$ cat config.mk
export PLATFORM = sky130hd
export DESIGN_NAME = jtag_tap_mr
export DESIGN_NICKNAME = d
export VERILOG_FILES = /design/src/rtl/jtag_tap_mr.sv
export SDC_FILE = /design/constraint.sdc
export NUM_CORES = 1
export LEC_CHECK = 0
export BUFFER_PORTS_ARGS = -buffer_cell sky130_fd_sc_hd__buf_2
export CORE_ASPECT_RATIO = 0.8
export CORE_UTILIZATION = 30
export DETAILED_ROUTE_END_ITERATION = 7
export GPL_ROUTABILITY_DRIVEN = 0
export HOLD_SLACK_MARGIN = 0.15
export SLEW_MARGIN = 5
export SYNTH_ARGS = -nofsm -noshare
export SYNTH_HDL_FRONTEND = slang
export SYNTH_SLANG_ARGS = --single-unit
$ cat constraint.sdc
create_clock -name tck_i -period 9.95 [get_ports tck_i]
set_input_delay 1.4925 -clock tck_i [delete_from_list [all_inputs] [get_ports tck_i]]
set_output_delay 1.4925 -clock tck_i [all_outputs]
set_load 0.01 [all_outputs]
$ cat src/rtl/jtag_tap_mr.sv
// jtag_tap_mr: multi-register JTAG TAP controller.
// Standard 16-state TAP FSM with an IR that is reloaded with the IDCODE
// instruction in TEST_LOGIC_RESET. It has an IDCODE DR and a 1-bit BYPASS DR.
// It also has NUM_CUST_REGS custom DRs with per-register lengths, served through
// capture/update strobes to a downstream register file.
// Ports:
//   tck_i, trst_n_i          JTAG clock, async active-low reset
//   tms_i, tdi_i             sampled on posedge tck_i
//   tdo_o, tdo_oe_o          launched on negedge tck_i, enabled only while shifting
//   tap_state_o, ir_o        current TAP state and active instruction
//   cust_rg_val_o/addr_o     active IR selects custom register <addr>
//   cust_rg_dat_i            capture data (low WIDTH[addr] bits used)
//   cust_rg_dat_o            update data, zero-extended
//   cust_rg_capture_o        high while in CAP_DR for a custom register
//   cust_rg_update_o         high while in UPD_DR for a custom register
//
// state  | meaning
// TLR    | test-logic reset, IR forced to IDCODE
// RTI    | run-test/idle
// SEL_DR | select DR scan
// CAP_DR | capture selected DR
// SH_DR  | shift selected DR
// EX1_DR | exit1 DR
// PAU_DR | pause DR, shift register held
// EX2_DR | exit2 DR
// UPD_DR | update DR
// SEL_IR | select IR scan
// CAP_IR | capture 0..01 into IR shift register
// SH_IR  | shift IR
// EX1_IR | exit1 IR
// PAU_IR | pause IR
// EX2_IR | exit2 IR
// UPD_IR | latch new instruction
module jtag_tap_mr #(
  parameter logic [31:0]          IDCODE        = 32'h0000_0001,
  parameter int unsigned          IR_WIDTH      = 5,
  parameter logic [IR_WIDTH-1:0]  IR_IDCODE     = IR_WIDTH'(1),
  parameter logic [IR_WIDTH-1:0]  IR_BYPASS     = '1,
  parameter int unsigned          MAX_DR_WIDTH  = 64,
  parameter int unsigned          NUM_CUST_REGS = 2,
  parameter logic [((NUM_CUST_REGS > 0) ? NUM_CUST_REGS : 1)*IR_WIDTH-1:0] CUST_REG_ADDRS  = {5'h11, 5'h10},
  parameter logic [((NUM_CUST_REGS > 0) ? NUM_CUST_REGS : 1)*8-1:0]        CUST_REG_WIDTHS = {8'd41, 8'd32},
  localparam int unsigned CUST_REGIF_ADDRW = (NUM_CUST_REGS > 1) ? $clog2(NUM_CUST_REGS) : 1
) (
  input  logic                        tck_i,
  input  logic                        trst_n_i,
  input  logic                        tms_i,
  input  logic                        tdi_i,
  output logic                        tdo_o,
  output logic                        tdo_oe_o,
  output logic [3:0]                  tap_state_o,
  output logic [IR_WIDTH-1:0]         ir_o,
  output logic                        cust_rg_val_o,
  output logic [CUST_REGIF_ADDRW-1:0] cust_rg_addr_o,
  input  logic [MAX_DR_WIDTH-1:0]     cust_rg_dat_i,
  output logic [MAX_DR_WIDTH-1:0]     cust_rg_dat_o,
  output logic                        cust_rg_capture_o,
  output logic                        cust_rg_update_o
);

  typedef enum logic [3:0] {
    TLR, RTI, SEL_DR, CAP_DR, SH_DR, EX1_DR, PAU_DR, EX2_DR, UPD_DR,
    SEL_IR, CAP_IR, SH_IR, EX1_IR, PAU_IR, EX2_IR, UPD_IR
  } tap_state_e;

  localparam logic [MAX_DR_WIDTH-1:0] DR_ONE = MAX_DR_WIDTH'(1);

  tap_state_e                  state;
  tap_state_e                  state_nxt;
  logic [IR_WIDTH-1:0]         ir;
  logic [IR_WIDTH-1:0]         shift_ir;
  logic [MAX_DR_WIDTH-1:0]     shift_dr;
  logic                        sel_idcode;
  logic                        sel_bypass;
  logic                        cust_hit;
  logic [CUST_REGIF_ADDRW-1:0] cust_idx;
  logic [31:0]                 cust_len;
  logic [31:0]                 dr_len;
  logic [MAX_DR_WIDTH-1:0]     dr_mask;
  logic [MAX_DR_WIDTH-1:0]     dr_capture;
  logic [MAX_DR_WIDTH-1:0]     dr_shift;

  function automatic tap_state_e tap_next(input tap_state_e s, input logic tms);
    tap_state_e n;
    case (s)
      TLR:     n = tms ? TLR    : RTI;
      RTI:     n = tms ? SEL_DR : RTI;
      SEL_DR:  n = tms ? SEL_IR : CAP_DR;
      CAP_DR:  n = tms ? EX1_DR : SH_DR;
      SH_DR:   n = tms ? EX1_DR : SH_DR;
      EX1_DR:  n = tms ? UPD_DR : PAU_DR;
      PAU_DR:  n = tms ? EX2_DR : PAU_DR;
      EX2_DR:  n = tms ? UPD_DR : SH_DR;
      UPD_DR:  n = tms ? SEL_DR : RTI;
      SEL_IR:  n = tms ? TLR    : CAP_IR;
      CAP_IR:  n = tms ? EX1_IR : SH_IR;
      SH_IR:   n = tms ? EX1_IR : SH_IR;
      EX1_IR:  n = tms ? UPD_IR : PAU_IR;
      PAU_IR:  n = tms ? EX2_IR : PAU_IR;
      EX2_IR:  n = tms ? UPD_IR : SH_IR;
      UPD_IR:  n = tms ? SEL_DR : RTI;
      default: n = TLR;
    endcase
    return n;
  endfunction

  assign state_nxt = tap_next(state, tms_i);

  // Lowest-index custom match wins; IDCODE and BYPASS shadow any custom entry.
  always_comb begin
    cust_hit = 1'b0;
    cust_idx = '0;
    cust_len = 32'd1;
    for (int i = 0; i < NUM_CUST_REGS; i++) begin
      if (!cust_hit && ir == CUST_REG_ADDRS[i*IR_WIDTH +: IR_WIDTH]) begin
        cust_hit = 1'b1;
        cust_idx = CUST_REGIF_ADDRW'(i);
        cust_len = 32'(CUST_REG_WIDTHS[i*8 +: 8]);
      end
    end
  end

  assign sel_idcode    = (ir == IR_IDCODE);
  assign sel_bypass    = (ir == IR_BYPASS);
  assign cust_rg_val_o = cust_hit && !sel_idcode && !sel_bypass;
  assign cust_rg_addr_o = cust_idx;

  assign dr_len = sel_idcode ? 32'd32 : (cust_rg_val_o ? cust_len : 32'd1);

  // A shift of DR_ONE by the full width yields 0, so a full-width register
  // still gets an all-ones mask.
  assign dr_mask = (DR_ONE << dr_len) - DR_ONE;

  assign dr_capture = sel_idcode    ? MAX_DR_WIDTH'(IDCODE | 32'h1) :
                      cust_rg_val_o ? (cust_rg_dat_i & dr_mask) : '0;

  // Bits at and above dr_len stay zero, so the masked right shift only needs
  // tdi_i inserted at bit dr_len-1.
  assign dr_shift = ((shift_dr >> 1) & dr_mask) |
                    (MAX_DR_WIDTH'(tdi_i) << (dr_len - 32'd1));

  assign cust_rg_capture_o = cust_rg_val_o && (state == CAP_DR);
  assign cust_rg_update_o  = cust_rg_val_o && (state == UPD_DR);
  assign tap_state_o       = state;
  assign ir_o              = ir;

  always_ff @(posedge tck_i or negedge trst_n_i) begin
    if (!trst_n_i) begin
      state         <= TLR;
      ir            <= IR_IDCODE;
      shift_ir      <= '0;
      shift_dr      <= '0;
      cust_rg_dat_o <= '0;
    end else begin
      state <= state_nxt;
      case (state)
        TLR:    ir <= IR_IDCODE;
        // SEL_IR is the only other way into TLR; the IR is already IDCODE on arrival.
        SEL_IR: if (tms_i) ir <= IR_IDCODE;
        CAP_IR: shift_ir <= IR_WIDTH'(2'b01);
        SH_IR:  shift_ir <= {tdi_i, shift_ir[IR_WIDTH-1:1]};
        UPD_IR: ir <= shift_ir;
        CAP_DR: shift_dr <= dr_capture;
        SH_DR:  shift_dr <= dr_shift;
        UPD_DR: if (cust_rg_val_o) cust_rg_dat_o <= shift_dr;
        default: ;
      endcase
    end
  end

  always_ff @(negedge tck_i or negedge trst_n_i) begin
    if (!trst_n_i) begin
      tdo_o    <= 1'b0;
      tdo_oe_o <= 1'b0;
    end else begin
      case (state)
        SH_IR: begin
          tdo_o    <= shift_ir[0];
          tdo_oe_o <= 1'b1;
        end
        SH_DR: begin
          tdo_o    <= shift_dr[0];
          tdo_oe_o <= 1'b1;
        end
        default: begin
          tdo_o    <= 1'b0;
          tdo_oe_o <= 1'b0;
        end
      endcase
    end
  end

endmodule

## After elaboration in Yosys (flattened, before gate mapping)

Index checks and enable logic that the tools add are counted.

- Register bits: 144
- Input port bits: 68
- Word-level logic and storage cells: 80

- Add/subtract/negate cells: 2
- Equal/unequal tests: 20
- Shift-type cells: 2
- Muxes and demuxes: 28
- Bitwise logic cells: 3
- Reduce and logical (&&, ||, !) cells: 18

Operator list:

| cell | count |
|---|---|
| two-way mux 64 bit | 2 |
| one-hot mux 64 bit (2 select lines) | 1 |
| two-way mux 32 bit | 3 |
| AND 63 x 64 -> 64 bit | 1 |
| AND 64 bit | 1 |
| OR 64 bit | 1 |
| << shifter 1 x 32 -> 64 bit | 1 |
| << shifter 1 x 32 -> 64 bit (first input constant) | 1 |
| subtractor 64 x 1 -> 64 bit (second input constant) | 1 |
| one-hot mux 4 bit (12 select lines) | 1 |
| equality test 4 bit (second input constant) | 8 |
| subtractor 32 x 1 -> 32 bit (second input constant) | 1 |
| equality test 4 x 3 -> 1 bit (second input constant) | 4 |
| two-way mux 4 bit | 4 |
| equality test 5 bit (second input constant) | 3 |
| one-hot mux 5 bit (3 select lines) | 1 |
| one-hot mux 5 bit (2 select lines) | 1 |
| equality test 4 x 2 -> 1 bit (second input constant) | 2 |
| two-way mux 1 bit | 7 |
| two-way mux 2 bit | 3 |
| two-way mux 3 bit | 2 |
| two-way mux 6 bit | 1 |
| OR reduction 2 bit | 3 |
| equality test 5 x 1 -> 1 bit (second input constant) | 1 |
| 11 further kinds | 19 |

## Depth between registers and ports, before layout

- Depth in word-level cells: 15
- Gate-level depth with buffers: 14
- Depth with buffers taken out: 10

==> flow_summary_export.csv <==
group,metric,value,unit
floorplan,coreArea,0.0219,mm²
logic_synthesis,synth-seq-cells,144,
status,status,"finished, final reports clean",
drt,vias_per_cell,5.08,
critical_path,critical_path_required,8.46,ns
clocking,clkSlewWorstSetupHoldPaths,0.06,ns
clocking,clkSinkCount,144,
drt,drt_pass1_iterations,5,
timing,slew_headroom,26.6,%
logic_synthesis,synthTopCellsByArea,"dfrtp_1 (52%), mux2_4 (11%), a22o_1 (4.0%), a221o_1 (3.4%), mux2_2 (2.5%)",
clocking,clock_latency,0.42,ns
power,powerDensity,268,mW/mm²
logic_synthesis,yosysSeqAreaShare,53.2,%
critical_path,crit_fanout,1,
critical_path,crit_type,"reg -> out",
logic_synthesis,syn_nets,633,
cells_and_area,fin_nets,765,
clocking,cts_made_buffers,17,
drt,antenna_left,0,
cells_and_area,area_growth,23.1,%
power,pwr-share-seq,37.2,%
drt,wl,18900,µm
power,switching_share,38.3,%
clocking,cts_buffer_depth,2,
power,internal_power,1380,µW
timing,hold_viol,0,
global_route,grt_max_degree,76,
critical_path,crit_chain,"buf_2",
global_route,grt_pass1_wl,29000,µm
power,power_leakage,0.00446,µW
timing,slew_viol_final,0,
power,p_clk_share,28.4,%
power,ir_drop,119,µV
logic_synthesis,synth_top_area_share,52.1,%
critical_path,timing.critical_path.buf_inv,1,
power,power_frac_comb,34.4,%
critical_path,worstSetupEndpointType,"primary output",
logic_synthesis,synth_area,0.00677,mm²
logic_synthesis,synth-edff-count,0,
logic_synthesis,synth_top_area_cell,"dfrtp_1",
logic_synthesis,syn_inst,557,
placed_design,portBuffers,146,
floorplan,die_w,170,µm
critical_path,max_stage_delay,0.38,ns
placed_design,dp_hpwl,12900,µm
floorplan,num_rows,48,
drt,m1WireLength,9130,µm
logic_synthesis,ys.flop_type,"dfrtp_1",
cells_and_area,drive_above_1_share,37.9,%
clocking,postCtsHoldBufs,0,
critical_path,worstPathArrival,5.86,ns
timing,setup_viol,0,
drt,met3_length,1550,µm
placed_design,dp_cells,970,
timing,rsz0062_at_grt,"no",
drt,avgRoutedWirePerCell,18.9,µm
global_route,grt_overflow,0,
clocking,post-cts-setup-buffers,0,
critical_path,crit_slowest_cell,"dfrtn_1",
hold_path,hold_path.class,"reg -> reg",
floorplan,initial_core_util,31.0,%
critical_path,startpoint_type,"flop",
drt,vias,5099,
drt,route.met2.wl,8070,µm
timing,fin_skew,0.0228,ns
global_route,antenna_found_initial,3,
timing,tns,0,ns
cells_and_area,stdcell_count,1003,
power,power.switching,855,µW
drt,drc,0,
floorplan,die_h,136,µm
logic_synthesis,syn_avg_cell_area,12.2,µm²
power,power,2230,µW
drt,top_layer_used,"met5",
clocking,root_buffer,"clkbuf_16",
cells_and_area,finalInstanceArea,0.00834,mm²
clocking,cts_tree,"built",
logic_synthesis,ys_warn_count,0,
logic_synthesis,async_flop_share,100,%
clocking,cts_resized,0,
global_route,first_global_vias,4845,
run,drv_cap,0,
critical_path,cp_top_family,"flip-flops",
floorplan,ioPinCount,147,
drt,drt_iter0_drc,458,
clocking,htree_levels,4,
timing,worst_pin_slew,1.10,ns
placed_design,placed_cell_area,0.00776,mm²
logic_synthesis,ys_types,57,
floorplan,dieArea,0.0232,mm²
global_route,grt_use_total,16.8,%
==> path summary, 6_finish.rpt <==
kind	slack, ns	from	cells after the start	to
min in group asynchronous	1.10	trst_n_i	1	cust_rg_dat_o[61]$_DFFE_PN0P_
max in group asynchronous	3.47	trst_n_i	1	tdo_oe_o$_DFF_NN0_
hold reg to reg	0.50	cust_rg_dat_o[43]$_DFFE_PN0P_	1	cust_rg_dat_o[43]$_DFFE_PN0P_
setup / recovery	2.59	tdo_oe_o$_DFF_NN0_	1	tdo_oe_o
hold / removal	0.50	cust_rg_dat_o[43]$_DFFE_PN0P_	1	cust_rg_dat_o[43]$_DFFE_PN0P_
setup reg to reg	3.23	tap_state_o[0]$_DFF_PN0_	2	tdo_oe_o$_DFF_NN0_
==> layout make-up <==
type                            instances  area (µm²)
Clock buffer                           19         443
Clock inverter                         13         138
Sequential cell                       144        3600
Fill cell                            2196       13500
Antenna cell                            1        2.50
Inverter                                9        33.8
Timing Repair Buffer                  155         805
Multi-Input combinational cell        362        2940
Tap cell                              300         375
==> cells in the mapped netlist, types with 6 or more instances <==
master,instances
a21o_1,18
a21oi_1,14
a221o_1,23
a22o_1,31
a22oi_1,21
and3_1,18
buf_2,7
buf_6,6
clkbuf_1,25
dfrtp_1,141
ha_1,8
inv_1,9
mux2_2,15
mux2_4,49
nand2_1,43
nor2_1,18
nor3_1,8
o21ai_0,30
==> through the flow <==
step | hold slack (ns) | worst slack, ns | util (%)
after floorplan | 0.467 | 3.07 | -
after global routing | 0.515 | 2.55 | 38.1
after CTS | 0.506 | 2.57 | 38.1
after detailed placement | 0.487 | 2.99 | 35.5
after global placement | 0.486 | 2.99 | 35.5
final | 0.504 | 2.59 | 38.1
==> layout by cell type, fill, tap and decap left out, drive strengths merged, types with 3 or more instances in the layout <==
cell type  synthesis  layout
a22oi             21      21
mux2              64      64
a31oi              3       3
nor4               4       4
a21o              18      18
o31ai              5       5
nand3b             3       3
clkbuf            26      19
a21oi             14      14
or4b               3       3
ha                 8       8
o21a               3       3
dfrtp            141     141
nand3              4       4
clkinv             0       7
o21ai             31      31
a22o              31      31
nand2b             3       3
inv                9      10
nor3               8       8
a32oi              4       4
and3              18      18
nand2             43      43
nor2              18      18
or3b               4       4
a221o             23      23
clkinvlp           0       3
buf               16     155
==> logic make-up after synthesis <==
kind of cell / synth area share (%)
buffers and inverters: 3.69
multiplexers: 13.4
adder cells (fa/ha/maj): 1.48
AND/OR/NAND/NOR: 9.31
flip-flops: 53.2
AO/OA/AOI/OAI: 18.5
XOR/XNOR: 0.388
==> sequential cells by signal, indices dropped and copies added (netlist names) <==
name	count
cust_rg_dat_o	64
shift_dr	64
ir_o	5
shift_ir	5
tap_state_o	4
tdo_o	1
tdo_oe_o	1
==> power by group through the flow <==
stage	combinational (µW)	sequential [µW]	clock (µW)
after floorplan	537	790	0
after global placement	753	837	0
after detailed placement	762	840	0
after CTS	766	829	654
after global routing	838	851	681
final	767	831	635
==> layer usage <==
metal  track usage (%)  vias to the layer above
li1                  -                     2359
met1              24.4                     2540
met2              23.7                      181
met3              5.68                       15
met4              3.95                        4
met5                 0                        -
Note: power is estimated with default switching activity, not from simulation.
